==> config.mk <==
export PLATFORM = sky130hd
export DESIGN_NAME = video_fill_controller
export DESIGN_NICKNAME = d
export VERILOG_FILES = /design/src/rtl/video_fill_controller.sv
export SDC_FILE = /design/constraint.sdc
export NUM_CORES = 1
export LEC_CHECK = 0
export BUFFER_PORTS_ARGS = -buffer_cell sky130_fd_sc_hd__buf_2
export CAP_MARGIN = 20
export CORE_UTILIZATION = 50
export DETAILED_ROUTE_END_ITERATION = 7
export PLACE_DENSITY = 0.85
export SETUP_SLACK_MARGIN = 0.05
export SLEW_MARGIN = 40
export SYNTH_ARGS = -nofsm -noshare
export SYNTH_HDL_FRONTEND = slang
export SYNTH_SLANG_ARGS = --single-unit
==> constraint.sdc <==
create_clock -name clock -period 4 [get_ports clock]
set_input_delay 0.8 -clock clock [delete_from_list [all_inputs] [get_ports clock]]
set_output_delay 0.8 -clock clock [all_outputs]
set_load 0.005 [all_outputs]
==> src/rtl/video_fill_controller.sv <==
// Rectangle-fill engine sharing the framebuffer port with the core.
// Software programs ORIGIN/SIZE/COLOUR, then writes CTRL.start. The engine
// writes one byte per free cycle in raster order. Core framebuffer accesses
// always take the port and the engine holds its position while they do.
//
// Handshake: there is no back-pressure from framebuffer_interface. An fb_*
// strobe is a complete transfer in the cycle it is high. The only flow control
// is the core-wins stall: a cycle with a core framebuffer access is a cycle in
// which the engine presents nothing and advances nothing.
module video_fill_controller #(
    parameter int          SCREEN_WIDTH  = 320,
    parameter int          SCREEN_HEIGHT = 240,
    parameter logic [31:0] FB0_BASE      = 32'hFF00_0000,
    parameter logic [31:0] FB1_BASE      = 32'hFF10_0000,
    parameter logic [31:0] REG_BASE      = 32'hFF20_0600
) (
    input  logic        clock,
    input  logic        reset,
    input  logic        frame_start,
    input  logic [31:0] bus_address,
    input  logic [31:0] bus_write_data,
    input  logic [2:0]  bus_format,
    input  logic        bus_read_enable,
    input  logic        bus_write_enable,
    output logic [31:0] bus_data_fetched,
    output logic [31:0] fb_address,
    output logic [31:0] fb_write_data,
    output logic [2:0]  fb_format,
    output logic        fb_read_enable,
    output logic        fb_write_enable,
    output logic        fill_busy,
    output logic        fill_done
);

    localparam logic [31:0] FRAME_BYTES = 32'(SCREEN_WIDTH * SCREEN_HEIGHT);
    localparam logic [10:0] SW11        = 11'(SCREEN_WIDTH);
    localparam logic [10:0] SH11        = 11'(SCREEN_HEIGHT);
    localparam logic [31:0] ROW_STRIDE  = 32'(SCREEN_WIDTH);

    typedef enum logic [2:0] {
        S_IDLE    = 3'd0,
        S_WAIT_VS = 3'd1,
        S_SETUP   = 3'd2,
        S_FILL    = 3'd3,
        S_DONE    = 3'd4
    } state_t;

    state_t state;
    state_t state_next;

    // Programmed registers (software view).
    logic [9:0] org_x_q, org_y_q;
    logic [9:0] size_w_q, size_h_q;
    logic [7:0] colour_q;
    logic       frame_q;

    // Status flags.
    logic done_q;
    logic error_q;

    // Parameters latched in SETUP and the running pixel position.
    logic [9:0]  x_start_q;
    logic [9:0]  x_end_q;
    logic [9:0]  y_end_q;
    logic [9:0]  cx_q;
    logic [9:0]  cy_q;
    logic [31:0] row_addr_q;
    logic [7:0]  fill_colour_q;

    // Bus decode.
    logic       reg_hit;
    logic [1:0] reg_sel;
    logic       reg_wr;
    logic       ctrl_wr;
    logic       start_cmd;
    logic       abort_cmd;
    logic       vsync_cmd;
    logic       start_accept;
    logic       in_fb0;
    logic       in_fb1;
    logic       core_access;

    // SETUP-time derived values.
    logic [10:0] x_sum;
    logic [10:0] y_sum;
    logic [10:0] x_lim;
    logic [10:0] y_lim;
    logic [10:0] x_end_calc;
    logic [10:0] y_end_calc;
    logic        setup_bad;
    logic [31:0] row_base;

    logic        last_px;
    logic [9:0]  col_off;
    logic        unused_bits;

    assign unused_bits = ^{bus_write_data[31:26], bus_write_data[15:10], bus_address[1:0],
                           x_end_calc[10], y_end_calc[10]};

    // Address decode and CTRL command strobes.
    always_comb begin
        reg_hit      = (bus_address[31:4] == REG_BASE[31:4]);
        reg_sel      = bus_address[3:2];
        reg_wr       = bus_write_enable && reg_hit;
        ctrl_wr      = reg_wr && (reg_sel == 2'd3);
        start_cmd    = ctrl_wr && bus_write_data[0];
        abort_cmd    = ctrl_wr && bus_write_data[1];
        vsync_cmd    = bus_write_data[2];
        start_accept = (state == S_IDLE) && start_cmd && !abort_cmd;
        in_fb0       = (bus_address >= FB0_BASE) && (bus_address < FB0_BASE + FRAME_BYTES);
        in_fb1       = (bus_address >= FB1_BASE) && (bus_address < FB1_BASE + FRAME_BYTES);
        // Reset forces the port quiet, including core traffic.
        core_access  = reset && (bus_read_enable || bus_write_enable) && (in_fb0 || in_fb1);
    end

    // Clip and validate the programmed rectangle; sums are 11 bits so they cannot wrap.
    always_comb begin
        x_sum      = {1'b0, org_x_q} + {1'b0, size_w_q};
        y_sum      = {1'b0, org_y_q} + {1'b0, size_h_q};
        x_lim      = (x_sum > SW11) ? SW11 : x_sum;
        y_lim      = (y_sum > SH11) ? SH11 : y_sum;
        x_end_calc = x_lim - 11'd1;
        y_end_calc = y_lim - 11'd1;
        setup_bad  = (size_w_q == 10'd0) || (size_h_q == 10'd0) ||
                     ({1'b0, org_x_q} >= SW11) || ({1'b0, org_y_q} >= SH11);
        row_base   = (frame_q ? FB1_BASE : FB0_BASE) +
                     (32'(org_y_q) * ROW_STRIDE) + 32'(org_x_q);
    end

    // Software-visible configuration registers.
    always_ff @(posedge clock or negedge reset) begin
        if (!reset) begin
            org_x_q  <= '0;
            org_y_q  <= '0;
            size_w_q <= '0;
            size_h_q <= '0;
            colour_q <= '0;
            frame_q  <= 1'b0;
        end else if (reg_wr) begin
            case (reg_sel)
                2'd0: begin
                    org_x_q <= bus_write_data[9:0];
                    org_y_q <= bus_write_data[25:16];
                end
                2'd1: begin
                    size_w_q <= bus_write_data[9:0];
                    size_h_q <= bus_write_data[25:16];
                end
                2'd2: begin
                    colour_q <= bus_write_data[7:0];
                    frame_q  <= bus_write_data[8];
                end
                default: ;
            endcase
        end
    end

    // FSM state register.
    always_ff @(posedge clock or negedge reset) begin
        if (!reset) begin
            state <= S_IDLE;
        end else begin
            state <= state_next;
        end
    end

    // FSM next-state: abort from any busy state overrides normal progress.
    always_comb begin
        state_next = state;
        case (state)
            S_IDLE: begin
                if (start_accept) begin
                    state_next = vsync_cmd ? S_WAIT_VS : S_SETUP;
                end
            end
            S_WAIT_VS: begin
                if (frame_start) begin
                    state_next = S_SETUP;
                end
            end
            S_SETUP: begin
                state_next = setup_bad ? S_IDLE : S_FILL;
            end
            S_FILL: begin
                if (!core_access && last_px) begin
                    state_next = S_DONE;
                end
            end
            S_DONE: begin
                state_next = S_IDLE;
            end
            default: begin
                state_next = S_IDLE;
            end
        endcase
        if (abort_cmd && (state != S_IDLE)) begin
            state_next = S_IDLE;
        end
    end

    assign last_px = (cx_q == x_end_q) && (cy_q == y_end_q);
    assign col_off = cx_q - x_start_q;

    // Fill datapath: latch in SETUP, step the raster position on free FILL cycles.
    always_ff @(posedge clock or negedge reset) begin
        if (!reset) begin
            x_start_q     <= '0;
            x_end_q       <= '0;
            y_end_q       <= '0;
            cx_q          <= '0;
            cy_q          <= '0;
            row_addr_q    <= '0;
            fill_colour_q <= '0;
            done_q        <= 1'b0;
            error_q       <= 1'b0;
        end else begin
            case (state)
                S_IDLE: begin
                    if (start_accept) begin
                        done_q  <= 1'b0;
                        error_q <= 1'b0;
                    end
                end
                S_SETUP: begin
                    x_start_q     <= org_x_q;
                    x_end_q       <= x_end_calc[9:0];
                    y_end_q       <= y_end_calc[9:0];
                    cx_q          <= org_x_q;
                    cy_q          <= org_y_q;
                    row_addr_q    <= row_base;
                    fill_colour_q <= colour_q;
                    if (setup_bad && !abort_cmd) begin
                        error_q <= 1'b1;
                    end
                end
                S_FILL: begin
                    if (!core_access) begin
                        if (cx_q == x_end_q) begin
                            cx_q       <= x_start_q;
                            cy_q       <= cy_q + 10'd1;
                            row_addr_q <= row_addr_q + ROW_STRIDE;
                        end else begin
                            cx_q <= cx_q + 10'd1;
                        end
                    end
                end
                S_DONE: begin
                    if (!abort_cmd) begin
                        done_q <= 1'b1;
                    end
                end
                default: ;
            endcase
        end
    end

    // Port mux: core traffic passes straight through, otherwise the engine byte write.
    always_comb begin
        fb_address      = '0;
        fb_write_data   = '0;
        fb_format       = '0;
        fb_read_enable  = 1'b0;
        fb_write_enable = 1'b0;
        if (core_access) begin
            fb_address      = bus_address;
            fb_write_data   = bus_write_data;
            fb_format       = bus_format;
            fb_read_enable  = bus_read_enable;
            fb_write_enable = bus_write_enable;
        end else if (state == S_FILL) begin
            fb_address      = row_addr_q + 32'(col_off);
            fb_write_data   = {4{fill_colour_q}};
            fb_format       = 3'b000;
            fb_write_enable = 1'b1;
        end
    end

    // Combinational register read-back.
    always_comb begin
        bus_data_fetched = '0;
        if (reg_hit) begin
            case (reg_sel)
                2'd0: bus_data_fetched = {6'd0, org_y_q, 6'd0, org_x_q};
                2'd1: bus_data_fetched = {6'd0, size_h_q, 6'd0, size_w_q};
                2'd2: bus_data_fetched = {23'd0, frame_q, colour_q};
                default: bus_data_fetched = {29'd0, error_q, done_q, fill_busy};
            endcase
        end
    end

    assign fill_busy = (state != S_IDLE);
    assign fill_done = done_q;

endmodule

; ---- Word level (Yosys, flattened, before mapping)
; Index checks and enable logic that the tools add are counted.
; Widths: inputs -> output; s select.
[word_totals]
regBits = 144
in_bits = 72
out_inout_bits = 103
elab_cells = 125
[classes]
addsub = 11
n_mul = 1
n_lt_le_gt_ge = 8
eq_ne = 18
n_mux = 34
n_reduce_logical = 37
[ops]
columns = op, n
row1 = $mux 32, 6
row2 = $pmux 26 s3, 1
row3 = $ge 32x32->1 const B, 2
row4 = $lt 32x32->1 const B, 2
row5 = $pmux 32 s2, 1
row6 = $mux 10, 6
row7 = $pmux 10 s2, 2
row8 = $add 32x10->32, 1
row9 = $add 32x9->32 const B, 1
row10 = $eq 28x28->1 const B, 1
row11 = $add 26x11->27, 1
row12 = $add 25x20->26, 1
row13 = $mux 26, 1
row14 = $add 10x10->11, 2
row15 = $mux 21, 1
row16 = $add 10x1->10 const B, 2
row17 = $eq 10x10->1, 2
row18 = $logic_not 10->1, 2
row19 = $sub 10x1->10 const B, 2
row20 = $mux 3, 5
row21 = $logic_and 1x1->1, 14
row22 = $mul 10x3->13 const B, 1
row23 = $pmux 3 s4, 1
row24 = $reduce_and 3->1, 4
row25 = 23 further kinds, 47

; ---- Logic depth before layout (Yosys ltp)
; Gate-level depths: netlist of the first run.
[logic_depth]
ltp_word = 9
ltp_mapped = 20
depth_no_buf = 19

; ---- Least setup slack after synthesis of the first run
; OpenSTA, ideal clock, no wires.
[synth_path]
path_type = register to output
startpoint = register cx_q[0]
endpoint = output fb_address[24]
t_arrival_ns = 3.333
required_ns = 3.200
slack_ns = -0.133
path_stages_with_launch = 19
n_path_buf = 0
path_cell_list = dfrtp_1 -> inv_1 -> ha_1 -> fa_1 -> nor2b_1 -> o21ai_0 -> a21boi_0 -> o21ai_0 -> nand2b_1 -> a21o_1 -> a21oi_1 -> xnor2_1 -> ha_1 -> a21o_1 -> or3_1 -> o2111ai_1 -> nor2_1 -> xnor2_1 -> o21ai_0
[synth_between]
elab_chain_len = 4
[synth_rtl]
columns = item, line
row1 = "start, declared", 65  ; logic [9:0] cx_q;
row2 = "start signal, assigned", 228  ; cx_q <= org_x_q;
row3 = "start signal, assigned", 239  ; cx_q <= x_start_q;
row4 = "start signal, assigned", 243  ; cx_q <= cx_q + 10'd1;
row5 = $sub 10x10->10, 202  ; assign col_off = cx_q - x_start_q;
row6 = $add 32x10->32, 271  ; fb_address = row_addr_q + 32'(col_off);
row7 = $mux 32, 270  ; end else if (state == S_FILL) begin
row8 = $mux 32, 264  ; if (core_access) begin
row9 = "end, declared", 26  ; output logic [31:0] fb_address,
; No other way between the ends.

; ---- Worst setup path after layout of the first run
[layout_path]
startpoint = register x_start_q[0]
endpoint = output fb_address[29]
[layout_between]
elab_chain_len = 4
[layout_rtl]
columns = item, line
row1 = "start, declared", 62  ; logic [9:0] x_start_q;
row2 = "start signal, assigned", 225  ; x_start_q <= org_x_q;
row3 = $sub 10x10->10, 202
row4 = $add 32x10->32, 271
row5 = $mux 32, 270
row6 = $mux 32, 264
; No other way between the ends.

==> results of run 1 <==
## power groups by stage
stage	Clock, mW	Sequential [mW]	Combinational (mW)
detailed placement	0	1.49	0.160
CTS	1.60	1.47	0.164
global placement	0	1.49	0.155
global route	1.67	1.47	0.190
floorplan	0	1.49	0.0650
finish	1.60	1.47	0.172
## final cells by class
class / instances / area [um^2]
Clock buffer: 18 / 439
Clock inverter: 14 / 146
Fill cell: 1729 / 8080
Inverter: 43 / 161
Multi-Input combinational cell: 1075 / 7460
Sequential cell: 144 / 3600
Tap cell: 280 / 350
Timing Repair Buffer: 264 / 1650
## path summary, 6_finish.rpt
kind / cells after the start / to / startpoint / slack, ns
worst max-delay path: 19 / fb_address[29] / x_start_q[0] / -0.65
worst min-delay path: 2 / row_addr_q[1] / reset / 0.45
worst max register to register: 13 / y_end_q[2] / size_h_q[0] / 0.21
worst min register to register: 2 / fill_colour_q[1] / fill_colour_q[1] / 0.48
max in group asynchronous: 3 / size_w_q[7] / reset / 2.41
min in group clock: 2 / fill_colour_q[1] / fill_colour_q[1] / 0.48
## registers in the layout, summed over array words and instances, names as in the netlist, 10 cells and up
signal	cells
org_y_q	10
y_end_q	10
cx_q	10
x_end_q	10
x_start_q	10
org_x_q	10
size_w_q	10
row_addr_q	32
size_h_q	10
cy_q	10
## kinds of logic (layout without fill, tap and decap cells)
kind of cell               count (synthesis)  count (layout)  share of synthesized area (%)
buffers and inverters                    124             339                           4.73
muxes                                     76              76                           7.69
DFF                                      144             144                           32.2
xor gates and xnor gates                  94              94                           7.36
AOI/OAI and AO/OA                        338             338                           19.5
and+or+nand+nor                          485             485                           20.3
other                                      1              12                         0.0335
adders and majority gates                 70              70                           8.23
## what timing repair did
action | 4_1_cts | 5_1_grt
endpoints found under the setup margin | 26 | 59
endpoints found under the hold margin | 0 | 0
gates resized for setup | 37 | 48
pin swaps | 38 | 39
setup buffers | 19 | 7
## metal layers
layer	global-route usage, %	part of all wire [%]	vias to the layer above
li1	-	-	5200
met1	37.0	39	5350
met2	51.6	48	629
met3	7.54	9.7	109
met4	9.80	3.2	2
met5	0	0.038	-
## placed cells by master (no fill, tap or decap), drive strengths merged, types with 9 or more instances in the layout
| master | n |
|---|---|
| dfrtp | 144 |
| o22ai | 9 |
| xor2 | 48 |
| o21ai | 96 |
| mux2i | 23 |
| o211ai | 11 |
| nor3 | 26 |
| a211oi | 19 |
| buf | 263 |
| conb | 12 |
| and3 | 14 |
| nand3 | 35 |
| or3 | 14 |
| nand4 | 23 |
| a21o | 16 |
| a21oi | 81 |
| xnor2 | 46 |
| o31ai | 11 |
| a31oi | 13 |
| nor2 | 115 |
| inv | 50 |
| nor2b | 13 |
| ha | 64 |
| clkbuf | 19 |
| or2 | 10 |
| a22o | 28 |
| mux2 | 50 |
| nand2 | 189 |
## worst max-delay path: stages (launching register included)
cell,delay (ns)
dfrtp_1,0.41
ha_4,0.18
fa_2,0.36
nor2b_1,0.14
o21ai_2,0.09
a21boi_2,0.20
o21ai_2,0.07
nand2b_1,0.09
a21o_1,0.14
a21oi_2,0.06
xnor2_1,0.13
ha_2,0.36
and3_4,0.19
nand4_1,0.17
buf_6,0.21
buf_6,0.11
a21boi_2,0.15
xnor2_1,0.14
o21ai_1,0.07
buf_2,0.14
## through the flow
step	instances	power [mW]	area, um^2	setup WS, ns
3_3_place_gp	1783	1.65	12700	-0.150
6_report	1838	3.24	13800	-0.647
5_1_grt	1838	3.32	13800	-0.801
3_5_place_dp	1783	1.65	12700	-0.247
4_1_cts	1831	3.23	13500	-0.591
2_1_floorplan	1343	1.56	11300	0.00435
==> run metrics, run 1 <==
post-route ant nets 0; Starting Density about half; PwrDens 234 nW/um^2; Die X 152 um; Layout Nets roughly 1700; die area 23000 um^2; H-tree depth 4; post-layout util 63.1%; Overflow after GRT 0; CTS tree built; Worst VDD drop 307 uV; post-synthesis sequential area ratio 32.2%; leakage 6.60 nW; CP endpoint kind output pin; Total GRT Usage between 30% and 40%; Clk pwr share 49.4%; antenna fix cells 0; clock skew 0.0104 ns; clk sinks 144; worst hold slack 0.449 ns; min Tclk post-route ~4.6 ns; internal power around 2.4 mW; CTS Buf Count 17; post-synth cell types 73; die height approximately 150 um; drt drc 0; hold crit path type in -> async; Root Buffer clkbuf_16; sequential power share 45.3%; Worst-Margin Slew 0.795 ns; HPWL Detailed 24500 um; CTS clock-pin slew for the worst setup and hold paths 0.06 ns; max-slew violations 0; share of the synthesized area in the top cell type 32.2%; synthesized area per cell 8.40 um^2; via count of the first global-routing pass 10800; Cell Area, Synth 11200 um^2; Setup Viol. Count Final 27; Relative slew margins between 40 and 50%; layout cells sized above 1 27.6%; Synth area leaders dfrtp_1 (32%), ha_1 (7.2%), nand2_1 (6.3%), mux2_2 (5.0%), o21ai_0 (4.2%); largest net degree at the start of global routing 84; vias per std cell 6.14; Max Root-Sink Buffers 2; global-route wire length before repair 54000 um; maxcap violations 0; WP data required 3.20 ns; row count 54; buffers added on ports 162; Combinational Power Share 5.3%; Crit Path Class reg -> out; DR WL/cell 18.7 um; Post-synth top cells nand2_1 (189), dfrtp_1 (144), nor2_1 (114); initial DRC count 919; Post-synth EDFFs 0; Routed WL 34300 um; Clk Latency, worst-skew pair 0.43 ns; GP Congestion 0.957; Worst Path Max Fanout 5; Async S/R FF share, synth 100%; synthesis-stage register bit count between 100 and 150; setup_tns -13.61 ns; NetSw 817 uW; area grow syn2layout 23.4%; Worst EP arrival roughly 3.9 ns; final worst slack -0.647 ns; initial antenna violation count 1; status finished, violations left; CP Launch Type flip-flop; cts hold-fix bufs 0; via count 11300; drt first pass iters 5; switching share of power 25.2%; Cells after Synth 1332; RSZ-0062 raised after global routing true; violated checks negative setup slack; yosys warns 0; Tcrit/Tclk final 116%; # IOs 175; Core Area 21900 um^2; final hold vios 0; f_max 215 MHz; leading area contributor after synthesis dfrtp_1; Synth Flop Type dfrtp_1; count leader, synth nand2_1
Note: power is estimated with default switching activity, not from simulation.
==> run 2: changes to the inputs <==
--- a/config.mk
+++ b/config.mk
@@ -7,6 +7,7 @@
 export LEC_CHECK = 0
 export BUFFER_PORTS_ARGS = -buffer_cell sky130_fd_sc_hd__buf_2
 export CAP_MARGIN = 20
+export CORE_MARGIN = 3
 export CORE_UTILIZATION = 50
 export DETAILED_ROUTE_END_ITERATION = 7
 export PLACE_DENSITY = 0.85
==> run 2 against run 1 <==
  * The run still ends with negative setup slack left
  * Clock-buffer cell count unchanged
  * Fmax is 4.1% lower
  * Register-to-register slack worse by 0.03 ns
  * First-iteration DRC count grew 33%
  * Clock power hardly changed
  * Die area rose by 5.3%
  * Critical path depth stayed put
  * Total power shrank 0.75%
  * Critical endpoint is now fb_address[26]
==> run metrics, run 2 (synthesis results as in run 1) <==
Worst Path Max Fanout 5; Seq. cell area 3600 um^2; largest reg by FF count row_addr_q; layout cells sized above 1 between 20 and 30%; area grow syn2layout 24.7%; buffers added on ports 162; die height 156 um; final worst slack -0.844 ns; cts hold-fix bufs 0; CTS Buf Count 17; Worst VDD drop 282 uV; RSZ-0062 raised after global routing true; CTS clock-pin slew for the worst setup and hold paths 0.07 ns; Tcrit/Tclk final 121%; CP Launch Type flip-flop; Multi-input gate area 7530 um^2; Max Root-Sink Buffers 2; max-slew violations 0; Worst path depth 19; die area 24200 um^2; Cell Chain, Critical Path inv_2 > ha_4 > fa_2 > nor2b_2 > o21ai_2 > a21boi_2 > o21ai_1 > nand2b_1 > a21o_1 > a21oi_2 > xnor2_1 > ha_2 > a21o_4 > or3_4 > o2111ai_4 > nor2_2 > xnor2_1 > o21ai_1 > buf_2; Relative slew margins between 50% and 60%; FILL cells about 1700; Worst EP arrival 4.04 ns; clk sinks 144; hold crit path type in -> async; Root Buffer clkbuf_16; Starting Density 51.1%; vias per std cell 6.21; GP Congestion ~0.90; initial DRC count 1222; initial antenna violation count 0; Worst-Margin Slew about 0.72 ns; Clk Latency, worst-skew pair 0.44 ns; post-route ant nets 0; WP data required roughly 3.2 ns; Crit Path Class reg -> out; via count of the first global-routing pass 11200; slowest library cell on the worst path fa_2; largest net degree at the start of global routing 79; Place WS -0.237 ns; global-route wire length before repair 56600 um; row count 54; Worst R2R End y_end_q[2]; clock skew between 0.009 and 0.01 ns; min Tclk post-route 4.84 ns; internal reg-to-reg setup slack 0.18 ns; Setup Viol. Count Final 28; final hold vios 0; PwrDens 230 nW/um^2; antenna fix cells 0; Layout Nets 1694; drt first pass iters 6; via count ~11000; CTS tree built; critical path's top delay family compound AO/OA/AOI/OAI gates; Total GRT Usage 28.8%; HPWL Detailed 25000 um; f_max 206 MHz; leakage 6.63 nW; Routed WL 36000 um; worst r2r path cells 13; status finished, violations left; most common cell after layout, fill and taps aside nand2_1; max reg flops 32; worst r2r src size_h_q[0]; Overflow after GRT 0; crit path from cx_q[0]; Buf+Inv Stages, Crit Path 2; setup_tns -15.24 ns; H-tree depth 4; Die X 156 um; Core Area 21900 um^2; Critical path destination fb_address[26]; drt drc 0; maxcap violations 0; # IOs around 180; CP endpoint kind output pin; slowest stage delay, CP 0.40 ns; violated checks negative setup slack; commonest non-fill, non-tap cells in the layout nand2_1 (184), buf_2 (161), dfrtp_1 (144); DR WL/cell around 20 um; Tot Pwr 3.21 mW
[run 2: cell types whose count changed in the layout (fill, tap and decap cells not counted), sizes merged]
cell	before	now
clkinv	5	3
inv	50	49
buf	263	271
clkinvlp	1	3
clkbuf	19	18
[run 2: metrics by stage]
stage          hold slack [ns]  utilization (%)  instance area (um^2)  std cells
4_1_cts                  0.488             62.5                 13700       1835
3_3_place_gp             0.462             58.1                 12700       1781
6_report                 0.478             63.8                 14000       1844
3_5_place_dp             0.463             58.2                 12700       1781
5_1_grt                  0.514             63.8                 14000       1844
2_1_floorplan            0.446                -                 11300       1343
[run 2: area by class of cell]
cell class	instances	share of cell area [%]
timing repair buffer	271	12.5
clock buffer	18	3.15
sequential	144	25.8
clock inverter	13	0.914
multi-input combinational	1075	54.0
tap	280	2.51
inverter	43	1.16
[run 2: timing repair]
item | 4_1_cts | 5_1_grt
resized for setup | 52 | 44
endpoints found under the setup margin | 27 | 69
pin swaps | 42 | 48
setup buffers | 24 | 11
[run 2: worst min path at each step]
stage / start / end / slack, ns
6_report: reset / row_addr_q[24] / 0.48
5_1_grt: reset / row_addr_q[24] / 0.51
4_1_cts: fill_colour_q[2] / fill_colour_q[2] / 0.49
3_5_place_dp: fill_colour_q[2] / fill_colour_q[2] / 0.46
3_3_place_gp: fill_colour_q[1] / fill_colour_q[1] / 0.46
2_1_floorplan: fill_colour_q[1] / fill_colour_q[1] / 0.45
[run 2: power breakdown]
group	internal [mW]	leakage, nW	switching [mW]
Combinational	0.0687	4.51	0.110
Sequential	1.46	1.85	0.00649
Clock	0.880	0.271	0.688
Total	2.41	6.63	0.804
[run 2: layer usage]
layer	up-vias	global-route usage, %	share of wire [%]
met3	102	6.57	9.9
met1	5448	35.5	39
met4	0	9.50	2.8
met2	685	49.9	49
met5	-	0	0
li1	5208	-	-
[run 2: worst register-to-register path: cells and delay by family, from the launching register on]
family | cells | cell delay (ns)
muxes | 2 | 0.25
DFF | 1 | 0.42
AOI/OAI and AO/OA | 5 | 1.56
adders and majority gates | 3 | 0.94
and+or+nand+nor | 3 | 0.53
